<file path="config.mk">
export PLATFORM = sky130hd
export DESIGN_NAME = bin_decode_renorm
export DESIGN_NICKNAME = d
export VERILOG_FILES = /design/src/rtl/bin_decode_renorm.sv
export SDC_FILE = /design/constraint.sdc
export NUM_CORES = 1
export LEC_CHECK = 0
export CORE_MARGIN = 4
export CORE_UTILIZATION = 60
export DETAILED_ROUTE_END_ITERATION = 8
export PLACE_DENSITY = 0.85
export SLEW_MARGIN = 40
export SYNTH_ARGS = -nofsm -noshare
export SYNTH_HDL_FRONTEND = slang
export SYNTH_SLANG_ARGS = --single-unit
</file>
<file path="constraint.sdc">
create_clock -name clk -period 9.35 [get_ports clk]
set_input_delay 1.87 -clock clk [delete_from_list [all_inputs] [get_ports clk]]
set_output_delay 1.87 -clock clk [all_outputs]
set_load 0.01 [all_outputs]
</file>
<file path="src/rtl/bin_decode_renorm.sv">
// Binary arithmetic bin decoder with range renormalisation.
// Loads a 9-bit offset on init, decodes one bin per accepted request from the
// upstream LPS sub-range, then consumes renormalisation bits until range>=256.
module bin_decode_renorm #(
  parameter int RANGE_INIT = 510
) (
  input  logic       clk,
  input  logic       rst,
  input  logic       init,
  input  logic       bit_in,
  input  logic       bit_valid,
  output logic       bit_ready,
  input  logic       req_valid,
  output logic       req_ready,
  input  logic [7:0] req_lps,
  input  logic       req_mps,
  output logic [8:0] range_out,
  output logic       bin_out,
  output logic       bin_valid,
  input  logic       bin_ready,
  output logic       err
);

  typedef enum logic [2:0] {IDLE, INIT, READY, RENORM, OUT} state_t;

  localparam logic [8:0] RANGE_LOAD = 9'(RANGE_INIT);

  state_t      state, state_nx;
  logic [8:0]  range_q, range_nx;
  logic [8:0]  offset, offset_nx;
  logic        bin_q, bin_nx;
  logic [3:0]  cnt, cnt_nx;
  logic        err_q, err_nx;

  logic        bit_acc, req_acc;
  logic [8:0]  lps_ext, lps_eff, rmps, new_range, shifted;
  logic        lps_over, illegal;

  // A zero LPS sub-range would stall the engine forever; substitute 1.
  function automatic logic [8:0] sub_lps(input logic [7:0] lps);
    return (lps == 8'd0) ? 9'd1 : {1'b0, lps};
  endfunction

  // MPS sub-range; forced to 0 when the LPS range swallows the whole range so
  // the LPS path is always taken and the offset is left untouched.
  function automatic logic [8:0] mps_range(input logic [8:0] rng, input logic [8:0] lps,
                                           input logic over);
    return over ? 9'd0 : (rng - lps);
  endfunction

  // Handshakes are decoded from state only, so no input reaches an output.
  assign bit_ready = (state == INIT) || (state == RENORM);
  assign req_ready = (state == READY);
  assign bin_valid = (state == OUT);
  assign range_out = range_q;
  assign bin_out   = bin_q;
  assign err       = err_q;

  assign bit_acc   = bit_ready && bit_valid;
  assign req_acc   = req_ready && req_valid;
  assign lps_ext   = {1'b0, req_lps};
  assign lps_eff   = sub_lps(req_lps);
  assign lps_over  = (lps_ext >= range_q);
  assign illegal   = (req_lps == 8'd0) || lps_over;
  assign rmps      = mps_range(range_q, lps_eff, lps_over);
  assign shifted   = {range_q[7:0], 1'b0};

  // Next-state and datapath update; init wins over every other transition.
  always_comb begin
    state_nx  = state;
    range_nx  = range_q;
    offset_nx = offset;
    bin_nx    = bin_q;
    cnt_nx    = cnt;
    err_nx    = err_q;
    new_range = range_q;
    if (init) begin
      state_nx  = INIT;
      range_nx  = RANGE_LOAD;
      offset_nx = 9'd0;
      cnt_nx    = 4'd0;
      err_nx    = 1'b0;
    end else begin
      case (state)
        IDLE: ;
        INIT: begin
          if (bit_acc) begin
            offset_nx = {offset[7:0], bit_in};
            cnt_nx    = cnt + 4'd1;
            if (cnt == 4'd8) state_nx = READY;
          end
        end
        READY: begin
          if (req_acc) begin
            if (illegal) err_nx = 1'b1;
            if (offset < rmps) begin
              bin_nx    = req_mps;
              new_range = rmps;
            end else begin
              bin_nx    = ~req_mps;
              offset_nx = offset - rmps;
              new_range = lps_eff;
            end
            range_nx = new_range;
            state_nx = new_range[8] ? OUT : RENORM;
          end
        end
        RENORM: begin
          if (bit_acc) begin
            range_nx  = shifted;
            offset_nx = {offset[7:0], bit_in};
            if (shifted[8]) state_nx = OUT;
          end
        end
        OUT: begin
          if (bin_ready) state_nx = READY;
        end
        default: state_nx = IDLE;
      endcase
    end
  end

  // State and datapath registers; rst overrides init.
  always_ff @(posedge clk) begin
    if (rst) begin
      state   <= IDLE;
      range_q <= RANGE_LOAD;
      offset  <= 9'd0;
      bin_q   <= 1'b0;
      cnt     <= 4'd0;
      err_q   <= 1'b0;
    end else begin
      state   <= state_nx;
      range_q <= range_nx;
      offset  <= offset_nx;
      bin_q   <= bin_nx;
      cnt     <= cnt_nx;
      err_q   <= err_nx;
    end
  end

endmodule
</file>
# Word-level counts from Yosys, hierarchy flattened
# Cells that the tools add are included.
dict set report word_totals {
  latchBits 0
  input_bits 16
  ramBits 0
  mem_count 0
  wordCells 75
  out_inout_bits 14
  ff_bits 27
  mem_bits_ro 0
}
dict set report op_classes {
  div 0
  n_addsub 3
  shift 0
  n_mul 0
  eq_ne 20
  reduce_logical 17
  n_bitwise 3
  muxes 23
  n_lt_le_gt_ge 2
}
# operator n
set ops {}
lappend ops {{2-to-1 mux 9 bit} 10}
lappend ops {{case mux 9 bit (2 select lines)} 2}
lappend ops {{2-to-1 mux 3 bit} 7}
lappend ops {{case mux 3 bit (5 select lines)} 1}
lappend ops {{AND reduction 7 bit} 2}
lappend ops {{inequality test 2 bit (second input constant)} 5}
lappend ops {{>= comparator 8 x 9 -> 1 bit} 1}
lappend ops {{< comparator 9 bit} 1}
lappend ops {{inequality test 3 x 2 -> 1 bit (second input constant)} 3}
lappend ops {{inequality test 3 bit (second input constant)} 3}
lappend ops {{AND reduction 3 bit} 3}
lappend ops {{subtractor 9 x 8 -> 9 bit} 1}
lappend ops {{subtractor 9 bit} 1}
lappend ops {{zero test 8 bit} 1}
lappend ops {{2-to-1 mux 8 bit} 1}
lappend ops {{inequality test 2 x 1 -> 1 bit (second input constant)} 4}
lappend ops {{== test 3 x 2 -> 1 bit (second input constant)} 2}
lappend ops {{adder 4 x 1 -> 4 bit (second input constant)} 1}
lappend ops {{== test 4 bit (second input constant)} 1}
lappend ops {{AND reduction 4 bit} 1}
lappend ops {{nonzero test 2 bit} 2}
lappend ops {{OR reduction 2 bit} 2}
lappend ops {{== test 3 x 1 -> 1 bit (second input constant)} 1}
lappend ops {{== test 3 bit (second input constant)} 1}
lappend ops {{6 further kinds} 11}

# Logic depth before layout (Yosys ltp)
# Gate-level depths: netlist of the first run.
dict set report depth {
  depth_word 13
  mapped_depth 18
  ltp_nobuf 17
}

# Worst setup path before layout of the first run
# No wires, ideal clock.
dict set report synth_timing {
  path_type {input-to-reg}
  start {input port req_lps[3]}
  end {register range_q[0] (netlist: range_out[0])}
  t_arrival_ps 5253
  path_slack_ps 3980
  path_buffers 1
  stages 18
  required_ps 9233
  setup_time_ps 117
  path_cell_list {nor4_1 > nand4_1 > nand2_1 > ha_1 > inv_1 > fa_1 > a211oi_2 > o21ai_0 > xor2_1 > nand2_1 > ha_1 > and3_1 > a221oi_2 > a21o_2 > and2_4 > buf_6 > mux2_4 > a32o_1}
}
dict set report synth_between {
  elab_chain_cells 11
  word_cells_on_any_way 12
  classes_between {add/sub (1); order compare (2); mux (8); reduce/logical (1)}
}
# item line
set synth_rtl {}
lappend synth_rtl {{start, declared} 15} ;# input logic [7:0] req_lps,
lappend synth_rtl {{zero test 8 bit} 41} ;# return (lps == 8'd0) ? 9'd1 : {1'b0, lps};
lappend synth_rtl {{2-to-1 mux 8 bit} 41}
lappend synth_rtl {{subtractor 9 x 8 -> 9 bit} 48} ;# return over ? 9'd0 : (rng - lps);
lappend synth_rtl {{2-to-1 mux 9 bit} 48}
lappend synth_rtl {{< comparator 9 bit} 96} ;# if (offset < rmps) begin
lappend synth_rtl {{2-to-1 mux 9 bit *} 96}
lappend synth_rtl {{2-to-1 mux 9 bit *} 94} ;# if (req_acc) begin
lappend synth_rtl {{2-to-1 mux 9 bit *} 84} ;# case (state)
lappend synth_rtl {{2-to-1 mux 9 bit *} 77} ;# if (init) begin
lappend synth_rtl {{2-to-1 mux 9 bit *} 94}
lappend synth_rtl {{case mux 9 bit (2 select lines) *} 84}
lappend synth_rtl {{end signal, assigned} 134} ;# range_q <= range_nx;
lappend synth_rtl {{end, declared} 29} ;# logic [8:0] range_q, range_nx;
# Every way passes the cells marked *; elsewhere a longest branch is shown, timed or not. The select of a mux whose other input is x is not followed.
# A chain may end at the register's enable or synchronous reset.

# Final worst setup path of the first run
dict set report layout_timing {
  start {input port req_lps[3]}
  end {register state[2]}
}
dict set report layout_between {
  elab_chain_cells 12
  word_cells_on_any_way 13
  classes_between {add/sub (1); order compare (2); mux (9); reduce/logical (1)}
}
# item line
set layout_rtl {}
lappend layout_rtl {{zero test 8 bit} 41}
lappend layout_rtl {{2-to-1 mux 8 bit} 41}
lappend layout_rtl {{subtractor 9 x 8 -> 9 bit} 48}
lappend layout_rtl {{2-to-1 mux 9 bit *} 48}
lappend layout_rtl {{< comparator 9 bit} 96}
lappend layout_rtl {{2-to-1 mux 9 bit *} 96}
lappend layout_rtl {{2-to-1 mux 9 bit *} 94}
lappend layout_rtl {{2-to-1 mux 9 bit *} 84}
lappend layout_rtl {{2-to-1 mux 9 bit *} 77}
lappend layout_rtl {{2-to-1 mux 3 bit *} 105} ;# state_nx = new_range[8] ? OUT : RENORM;
lappend layout_rtl {{2-to-1 mux 3 bit *} 94}
lappend layout_rtl {{case mux 3 bit (5 select lines) *} 84}
lappend layout_rtl {{end signal, assigned} 133} ;# state <= state_nx;
lappend layout_rtl {{end, declared} 28} ;# state_t state, state_nx;
# Marked as above.

==> results of run 1 <==
[placed cells by master, fill, tap and decap left out, types with 4 or more instances in the layout]
master | netlist | final
nand2b_1 | 6 | 6
nand3_1 | 7 | 7
nor2_1 | 24 | 23
nand3b_1 | 4 | 4
xnor2_1 | 8 | 8
a211oi_1 | 8 | 8
nor3_1 | 6 | 6
nor2b_1 | 6 | 6
nand2_1 | 35 | 35
ha_1 | 27 | 27
inv_1 | 25 | 25
o21ai_0 | 10 | 10
o21a_1 | 5 | 5
mux2i_1 | 4 | 4
clkdlybuf4s50_1 | 0 | 29
a31oi_1 | 8 | 8
xor2_1 | 7 | 7
dfxtp_1 | 27 | 27
a21o_1 | 6 | 6
a21oi_1 | 14 | 14
[worst max-delay path: cells and delay by family]
family | cells | cell delay (ns)
fa+ha+maj | 3 | 0.99
simple gates | 7 | 1.64
xor+xnor | 1 | 0.17
buf+inv | 2 | 0.52
compound gates | 5 | 1.09
[flip-flops by register name, summed over array words and instances (netlist names)]
register,flops
cnt,4
state,3
bin_out,1
err,1
offset,9
range_out,9
[synthesized netlist by cell type (6+ instances only)]
cell / instances / share of area, %
o21ai_0: 10 / 2.1
nor2b_1: 6 / 1.5
a21oi_1: 14 / 2.9
ha_1: 27 / 14
inv_1: 25 / 3.9
dfxtp_1: 27 / 22
a31oi_1: 8 / 2.1
a211oi_1: 8 / 2.5
nor2_1: 24 / 3.7
xor2_1: 7 / 2.5
xnor2_1: 8 / 2.9
a21o_1: 6 / 1.9
nand2b_1: 6 / 1.5
nand3_1: 7 / 1.4
nor3_1: 6 / 1.2
nand2_1: 35 / 5.4
[metal layers]
metal / track usage, % / vias up / share of wire (%)
met5: 0 / - / 0
met4: 7.516 / 0 / 2.1
met3: 3.647 / 14 / 5.1
met2: 41.94 / 78 / 47
met1: 33.68 / 1097 / 46
li1: - / 1164 / -
[cell families after synthesis]
| kind of cell | Yosys count | share of synthesized area, % |
|---|---|---|
| compound gates | 85 | 25.04 |
| buf+inv | 35 | 6.028 |
| mux | 6 | 2.730 |
| xor+xnor | 15 | 5.410 |
| flops | 27 | 22.26 |
| fa+ha+maj | 29 | 15.56 |
| simple gates | 111 | 22.98 |
[worst max-delay path by stage]
stage	start	end	cells after the start
5_1_grt	req_lps[3]	state[2]$_SDFFE_PP0P_	18
6_report	req_lps[3]	state[2]$_SDFFE_PP0P_	18
3_3_place_gp	req_lps[3]	state[2]$_SDFFE_PP0P_	18
4_1_cts	req_lps[3]	state[2]$_SDFFE_PP0P_	18
2_1_floorplan	req_lps[3]	range_out[0]$_SDFFE_PP0P_	18
3_5_place_dp	req_lps[3]	state[2]$_SDFFE_PP0P_	18
[through the flow]
| step | power, mW | util (%) | area, sq um |
|---|---|---|---|
| 6_report | 0.2615 | 73.06 | 2775 |
| 5_1_grt | 0.2756 | 73.06 | 2775 |
| 4_1_cts | 0.2609 | 72.99 | 2773 |
| 3_5_place_dp | 0.1939 | 71.77 | 2726 |
| 3_3_place_gp | 0.1925 | 71.77 | 2726 |
| 2_1_floorplan | 0.1741 | - | 2429 |
[final cells by class]
class | instances | area (sq um) | area share [%]
Timing Repair Buffer | 29 | 290.3 | 10.46
Sequential cell | 27 | 540.5 | 19.48
Clock buffer | 3 | 41.29 | 1.488
Tap cell | 48 | 60.06 | 2.164
Multi-Input combinational cell | 246 | 1744 | 62.85
Clock inverter | 1 | 5.005 | 0.1803
Inverter | 25 | 93.84 | 3.381
[power by group]
| part | internal, mW | switching [mW] | total, mW |
|---|---|---|---|
| logic | 0.0326 | 0.0425 | 0.0751 |
| registers | 0.117 | 0.00188 | 0.118 |
| clock network | 0.0299 | 0.0381 | 0.0680 |
==> reports/results.ini, run 1 <==
[cts]
cts_sinks=27
clock_path_buffers=2
postCtsHoldBufs=0
cts_setup_buffers=0
clk_pin_slew_worst_paths_ns=0.10
cts_resized=0
clk_latency_ns=0.28
ctsRootBufferMaster=clkbuf_8
cts_tree=built
numCtsBuffers=3
cts_max_level=1

[timing]
whs_ns=0.5014
min_period_ns=6.064
fin_skew_ns=0.004480
grt_setup_unrepaired=no
setup_tns_ns=0
hold_viol_final=0
worst_slack_ns=3.286
tightest_slew_ns=0.6311
relSlewSlack_pct=57.92
drv_slew=0
setup_violations=0
max_freq_mhz=164.9
final.period_utilization_pct=64.86

[logic_synthesis]
ys_warn_count=0
synthFlopType=dfxtp_1
async_reset_ff_share_pct=0
synthesis.area_sq_um=2429
synth_seq_cells=27
syn-num-nets=353
synth_cell_types=58
synth.avg_cell_area_sq_um=7.885
synth_seq_area_share_pct=22.26
syn_inst=308
synth_edf_count=0

[hold_path]
hp-class=reg -> reg
hp-start=err$_SDFFE_PP0P_
holdPathStages=2
min_to=err$_SDFFE_PP0P_

[worst_setup_path]
max_stage_delay_ns=0.54
r2r_cells=13
required_ns=9.56
critPathCaptureType=flip-flop
crit_path_max_fanout=8
path_class=in -> reg
path_cells=clkdlybuf4s50_1 > nor4_1 > nand4_1 > nand2_1 > ha_1 > inv_1 > fa_1 > a211oi_2 > o21ai_0 > xor2_1 > nand2_1 > ha_1 > and3_1 > a221oi_2 > a21o_2 > nand2_2 > or4b_4 > a21oi_2
reg2reg_from=range_out[6]$_SDFFE_PP1P_
crit_path_top_delay_cell=or4b_4
worst_ep_arrival_time_ns=6.28
startpoint_type=input port
reg2reg_slack_ns=5.43
r2r_end=state[2]$_SDFFE_PP0P_

[run]
maxCapViolCount=0

[floorplanning]
ioPinCount=30
core.rowCount=22
core-area_sq_um=3799
fp.dieArea_sq_um=5129
start_util_pct=63.93
die_height_um=71.62
die_w_um=71.62

[place]
port_buffers=29
pre_cts_slack_ns=3.079
dp_cells=375
gp_congestion=0.9694
dp_hpwl_mm=4.847

[status]
status=completed

[global_routing]
grt_usage_pct=25.19
first_global_vias=2360
grt_pass1_wl_mm=10.59
antenna_found_initial=0
grt_max_degree=16
grt_overflow=0

[drt]
drtIter0Drc=233
drc_errors=0
vias_per_cell=6.208
vias=2353
wire_per_inst_um=16.46
firstDrtPassIters=4
wl_mm=6.237
drtAntennaViolNets=0

[power]
ir_drop_mv=0.06630
p_leak_nw=1.216
power.density_nw_per_um2=94.24

[layout]
finalNetCount=377
diodes=0
instances_no_fill=379
syn_to_final_growth_pct=14.27
layout-drive-gt1-share_pct=4.834
n_fill_cell=324

(Power assumes the default switching activity.)
==> inputs of run 2 (changes only) <==
--- a/config.mk
+++ b/config.mk
@@ -6,9 +6,9 @@
 export NUM_CORES = 1
 export LEC_CHECK = 0
 export CORE_MARGIN = 4
-export CORE_UTILIZATION = 60
+export CORE_UTILIZATION = 51
 export DETAILED_ROUTE_END_ITERATION = 8
-export PLACE_DENSITY = 0.85
+export PLACE_DENSITY = 0.77
 export SLEW_MARGIN = 40
 export SYNTH_ARGS = -nofsm -noshare
 export SYNTH_HDL_FRONTEND = slang
==> constraint.sdc (replaced) <==
create_clock -name clk -period 4.9 [get_ports clk]
set_input_delay 0.98 -clock clk [delete_from_list [all_inputs] [get_ports clk]]
set_output_delay 0.98 -clock clk [all_outputs]
set_load 0.01 [all_outputs]
==> run 2 against run 1 <==
Net effect: sequential power grew 92%; global-route usage fell by 3.7 points; worst hold slack got worse by 0.016 ns; largest cell class unchanged; combinational power rose by 120%; clock skew decreased by 0.0012 ns; design area increased by 7.9%; non-clock buffer count up 21; worst setup slack got worse by 3.1 ns; via count up 2.6%; total power is 100% higher; die area up 16%; count of clock-buffer cells in the layout did not move.
==> reports/results.ini, run 2 (same netlist as run 1, synthesis figures left out) <==
[status]
status=completed

[layout]
instances_no_fill=404  ; +6.6%
n_fill_cell=378  ; +17%
final_common_cell=nand2_1
multi_input_area_sq_um=1799  ; +3.2%
layout-drive-gt1-share_pct=12.50  ; +7.7 points
diodes=0  ; unchanged
fin_area_sq_um=2995  ; +7.9%
finalNetCount=398  ; +5.6%
mostFrequentLayoutCells=35 x nand2_1, 29 x clkdlybuf4s50_1, 27 x dfxtp_1
register_area_sq_um=540.5  ; unchanged
syn_to_final_growth_pct=23.34

[drt]
vias=2414  ; +2.6%
wire_per_inst_um=16.09  ; -2.2%
drc_errors=0  ; unchanged
drtIter0Drc=175  ; -25%
wl_mm=6.499  ; +4.2%
vias_per_cell=5.975  ; -3.8%
drtAntennaViolNets=0  ; unchanged
firstDrtPassIters=5  ; +1

[timing]
min_period_ns=4.672
drv_slew=0  ; unchanged
final.period_utilization_pct=95.36
hold_viol_final=0  ; unchanged
setup_violations=0  ; unchanged
tightest_slew_ns=0.5977  ; -0.03339 ns
setup_tns_ns=0  ; unchanged
relSlewSlack_pct=60.15  ; +2.2 points
fin_skew_ns=0.003234  ; -0.001246 ns
max_freq_mhz=214.0
grt_setup_unrepaired=no

[cts]
clk_latency_ns=0.28  ; about the same
cts_tree=built
ctsRootBufferMaster=clkbuf_8
clk_pin_slew_worst_paths_ns=0.10  ; about the same
clock_path_buffers=2  ; unchanged
cts_max_level=1  ; unchanged
cts_sinks=27  ; unchanged
cts_setup_buffers=0  ; unchanged
numCtsBuffers=3  ; unchanged

[power]
p_leak_nw=1.321  ; +8.6%
ir_drop_mv=0.1258  ; +90%
power.density_nw_per_um2=175.0  ; +86%

[worst_setup_path]
required_ns=5.07  ; -4.49 ns
startpoint_type=input port
r2r_end=range_out[0]$_SDFFE_PP0P_
reg2reg_from=range_out[6]$_SDFFE_PP1P_
crit_path_top_delay_cell=clkdlybuf4s50_1
critPathCaptureType=flip-flop
worst_ep_arrival_time_ns=4.85  ; -1.43 ns
r2r_cells=13  ; unchanged
path_cells=clkdlybuf4s50_1 > nor4_2 > nand4_1 > nand2_1 > ha_1 > inv_1 > fa_1 > a211oi_2 > buf_4 > o211ai_1 > a211oi_2 > nand2b_4 > ha_1 > a21oi_1 > buf_4 > buf_4 > nand4b_1 > a221oi_1 > nor2_1
worst_path_most_repeated_cell=buf_4
reg2reg_slack_ns=1.11  ; -4.32 ns
crit_path_max_fanout=3  ; -5
path_class=in -> reg
max_stage_delay_ns=0.44  ; -0.10 ns

[floorplanning]
start_util_pct=54.28  ; -9.7 points
die_w_um=77.01  ; +7.5%
core.rowCount=24  ; +9.1%
fp.dieArea_sq_um=5930  ; +16%
core-area_sq_um=4474  ; +18%
die_height_um=77.01  ; +7.5%
ioPinCount=30  ; unchanged

[hold_path]
min_to=err$_SDFFE_PP0P_
holdPathStages=2  ; unchanged
hp-start=err$_SDFFE_PP0P_
hp-class=reg -> reg

[place]
place_area_sq_um=2889  ; +6.0%
dp_hpwl_mm=5.044  ; +4.0%
port_buffers=29  ; unchanged
gp_congestion=0.8783  ; -9.4%
dp_cells=400  ; +6.7%

[global_routing]
grt_overflow=0  ; unchanged
grt_usage_pct=21.45  ; -3.7 points
grt_pass1_wl_mm=10.58  ; -0.13%
antenna_found_initial=0  ; unchanged
grt_max_degree=17  ; +1
first_global_vias=2334  ; -1.1%

[run]
maxCapViolCount=0  ; unchanged

[run 2: cell count changes in the layout (fill, tap and decap cells not counted), sizes merged]
cell,change
clkinv,-1
buf,+21
clkinvlp,+1
[run 2: worst max path at each step]
stage / start / end / slack, ns / cells after the start
finish: req_lps[3] / state[0]$_SDFFE_PP0P_ / 0.23 / 19
global route: req_lps[3] / offset[0]$_SDFFE_PP0P_ / 0.03 / 20
CTS: req_lps[4] / state[0]$_SDFFE_PP0P_ / 0.15 / 19
detailed placement: req_lps[3] / range_out[0]$_SDFFE_PP0P_ / -0.09 / 18
global placement: req_lps[3] / range_out[0]$_SDFFE_PP0P_ / -0.01 / 18
floorplan: req_lps[3] / range_out[0]$_SDFFE_PP0P_ / 0.42 / 18
[run 2: stage by stage]
| step | setup WS [ns] | hold WS, ns | util (%) | total power, mW |
|---|---|---|---|---|
| global placement | -0.01101 | 0.4595 | 64.57 | 0.3827 |
| global route | 0.02796 | 0.5122 | 66.95 | 0.5551 |
| CTS | 0.1498 | 0.4921 | 65.66 | 0.5193 |
| finish | 0.2275 | 0.4852 | 66.95 | 0.5243 |
| detailed placement | -0.08786 | 0.4672 | 64.57 | 0.3846 |
| floorplan | 0.4196 | 0.4607 | - | 0.3322 |
[run 2: metal layers]
metal	global-route usage, %	vias to the layer above	share of wire (%)	routed length (um)
met5	0	-	0	0
met4	6.584	0	1.9	125
met3	3.044	12	4.1	265
met2	36.32	63	47	3050
met1	28.17	1133	47	3057
li1	-	1206	-	-
[run 2: repair_timing]
item | 4_1_cts | 5_1_grt
setup endpoints to repair | 0 | 19
hold buffers | 0 | 0
gates resized for setup | 0 | 8
[run 2: critical path: cells and delay by family]
family / cells / cell delay, ns
AO/OA/AOI/OAI: 5 / 1.16
buffers and inverters: 5 / 0.90
adder cells (fa/ha/maj): 3 / 0.85
AND/OR/NAND/NOR: 6 / 0.93
[run 2: cell type report]
type | count | share of cell area [%]
multi-input cells | 246 | 60.07
flip-flops and latches | 27 | 18.05
repair buffers | 50 | 14.95
inverters | 25 | 3.133
well taps | 52 | 2.172
clock buffers | 3 | 1.378
clock inverters | 1 | 0.2506
[run 2: report_power, final]
| part | leakage (nW) | internal [mW] | switching (mW) | total (mW) |
|---|---|---|---|---|
| Clock | 0.0217 | 0.0578 | 0.0770 | 0.135 |
| Sequential | 0.219 | 0.222 | 0.00396 | 0.226 |
| Combinational | 1.08 | 0.0773 | 0.0858 | 0.163 |
| Total | 1.32 | 0.358 | 0.167 | 0.524 |
==> inputs of run 3 (changes only) <==
--- a/config.mk
+++ b/config.mk
@@ -5,6 +5,7 @@
 export SDC_FILE = /design/constraint.sdc
 export NUM_CORES = 1
 export LEC_CHECK = 0
+export CORE_ASPECT_RATIO = 2
 export CORE_MARGIN = 4
 export CORE_UTILIZATION = 51
 export DETAILED_ROUTE_END_ITERATION = 8
==> run 3 against run 2 <==
Net effect: sequential power is essentially flat; register-to-register slack gained 0.11 ns; total power shrank 0.38%; first-iteration DRC count shrank 77%; core utilization shrank 2.1 points; sequential cell count is the same; routed wire length is essentially flat; count of clock-buffer cells in the layout is the same; critical path depth shrank 1; clock power is essentially flat; highest routed layer unchanged.
==> reports/results.ini, run 3 (same netlist as run 1, synthesis figures left out) <==
[cts]
numCtsBuffers=3  ; unchanged
cts_sinks=27  ; unchanged
clock_path_buffers=2  ; unchanged
cts_max_level=1  ; unchanged
clk_latency_ns=0.28  ; about the same
clk_pin_slew_worst_paths_ns=0.10  ; about the same
ctsRootBufferMaster=clkbuf_8
cts_tree=built
postCtsHoldBufs=0  ; unchanged

[timing]
whs_ns=0.4926  ; +0.007414 ns
drv_slew=0  ; unchanged
max_freq_mhz=214.1  ; about the same
min_period_ns=4.672  ; -0.0007000 ns
tightest_slew_ns=0.6312  ; +0.03343 ns
fin_skew_ns=0.005312  ; +0.002078 ns
final.period_utilization_pct=95.34  ; about the same
setup_violations=0  ; unchanged
grt_setup_unrepaired=no
relSlewSlack_pct=57.77  ; -2.4 points
hold_viol_final=0  ; unchanged

[drt]
wire_per_inst_um=15.90  ; -1.1%
drtAntennaViolNets=0  ; unchanged
firstDrtPassIters=5  ; unchanged
drtIter0Drc=40  ; -77%
vias_per_cell=5.946  ; -0.49%
wl_mm=6.504  ; about the same
vias=2432  ; +0.75%
drc_errors=0  ; unchanged

[floorplanning]
core.rowCount=35  ; +46%
fp.dieArea_sq_um=5997  ; +1.1%
start_util_pct=52.82  ; -1.5 points
die_w_um=56.80  ; -26%
ioPinCount=30  ; unchanged
die_height_um=105.6  ; +37%
core-area_sq_um=4598  ; +2.8%

[power]
power.density_nw_per_um2=175.2  ; +0.12%
p_leak_nw=1.321  ; about the same
power_uw=522.3  ; -0.38%
power_switching_uw=165.9  ; -0.50%
seq_power_share_pct=43.3  ; about the same
ir_drop_mv=0.1580  ; +26%
comb_power_share_pct=30.7  ; -0.4 points
p_int_uw=356.4  ; -0.33%
sw_frac_of_total_pct=31.77  ; -0.037 points
clkPwrFrac_pct=26.0  ; +0.3 points

[layout]
instances_no_fill=409  ; +1.2%
fin_area_sq_um=2980  ; -0.50%
final_common_cell=nand2_1
diodes=0  ; unchanged
n_fill_cell=418  ; +11%
mostFrequentLayoutCells=35 x nand2_1, 29 x clkdlybuf4s50_1, 27 x dfxtp_1
syn_to_final_growth_pct=22.72
finalNetCount=400  ; +0.50%
layout-drive-gt1-share_pct=11.86  ; -0.64 points

[hold_path]
hp-class=reg -> reg
holdPathStages=2  ; unchanged

[worst_setup_path]
worst_ep_arrival_time_ns=4.85  ; about the same
r2r_cells=13  ; unchanged
critPathCaptureType=flip-flop
crit_path_max_fanout=4  ; +1
path_class=in -> reg
startpoint_type=input port
required_ns=5.08  ; about the same

[place]
port_buffers=29  ; unchanged
dp_cells=404  ; +1.0%
dp_hpwl_mm=5.273  ; +4.5%
place_area_sq_um=2900  ; +0.39%
gp_congestion=0.8991  ; +2.4%

[global_routing]
grt_pass1_wl_mm=10.81  ; +2.2%
grt_max_degree=17  ; unchanged
grt_overflow=0  ; unchanged
first_global_vias=2438  ; +4.5%
antenna_found_initial=0  ; unchanged
grt_usage_pct=22.09  ; +0.64 points

[status]
status=completed

[run]
maxCapViolCount=0  ; unchanged

## run 3: what timing repair did
action | in CTS | in global routing
setup endpoints to repair | 0 | 12
buffers inserted | 0 | 1
gates resized for setup | 0 | 4
## run 3: power by group through the flow
stage                     registers, mW  logic (mW)  clock network, mW
after floorplan                   0.229       0.103                  0
after CTS                         0.226       0.157              0.138
after global placement            0.231       0.154                  0
after global routing              0.227       0.178              0.146
after detailed placement          0.231       0.156                  0
final                             0.226       0.160              0.136
## run 3: critical path: stages
cell and delay (ns):
clkdlybuf4s50_1 0.46, nor4_2 0.29, nand4_1 0.14, nand2_1 0.12
ha_1 0.17, buf_4 0.10, nor2b_1 0.04, o2111ai_1 0.30
nand3b_1 0.14, xnor2_1 0.14, nand2b_1 0.21, ha_1 0.37
a21o_1 0.21, a221oi_2 0.30, a21o_2 0.22, and2_4 0.18
mux2_4 0.30, a32o_1 0.19
## run 3: path summary, 6_finish.rpt
path,from,slack [ns],endpoint
max,req_lps[7],0.23,range_out[0]$_SDFFE_PP0P_
min,offset[5]$_SDFFE_PP0P_,0.49,offset[6]$_SDFFE_PP0P_
max reg2reg,range_out[6]$_SDFFE_PP1P_,1.22,range_out[0]$_SDFFE_PP0P_
min reg2reg,offset[5]$_SDFFE_PP0P_,0.49,offset[6]$_SDFFE_PP0P_
## run 3: metal layers
| metal | up-vias | GRT usage, % | share of wire, % | wire (um) |
|---|---|---|---|---|
| li1 | 1208 | - | - | - |
| met1 | 1132 | 23.42 | 38 | 2475 |
| met2 | 68 | 40.81 | 54 | 3525 |
| met3 | 24 | 2.696 | 3.3 | 212 |
| met4 | 0 | 11.77 | 4.5 | 291 |
| met5 | - | 0 | 0 | 0 |
## run 3: area by class of cell
| cell class | count | area, sq um | share of cell area (%) |
|---|---|---|---|
| repair buffers | 52 | 462.9 | 15.53 |
| inverters | 25 | 93.84 | 3.149 |
| clock inverters | 1 | 7.507 | 0.2519 |
| well taps | 55 | 68.82 | 2.309 |
| flip-flops and latches | 27 | 540.5 | 18.14 |
| clock buffers | 3 | 41.29 | 1.385 |
| multi-input cells | 246 | 1765 | 59.24 |
## run 3: stage by stage
step | utilization [%] | setup TNS, ns | setup slack (ns)
2_1_floorplan | - | 0 | 0.4196
3_3_place_gp | 63.07 | -0.07590 | -0.04900
3_5_place_dp | 63.07 | -0.7836 | -0.1392
4_1_cts | 64.14 | 0 | 0.1322
5_1_grt | 64.82 | 0 | 0.05031
6_report | 64.82 | 0 | 0.2282
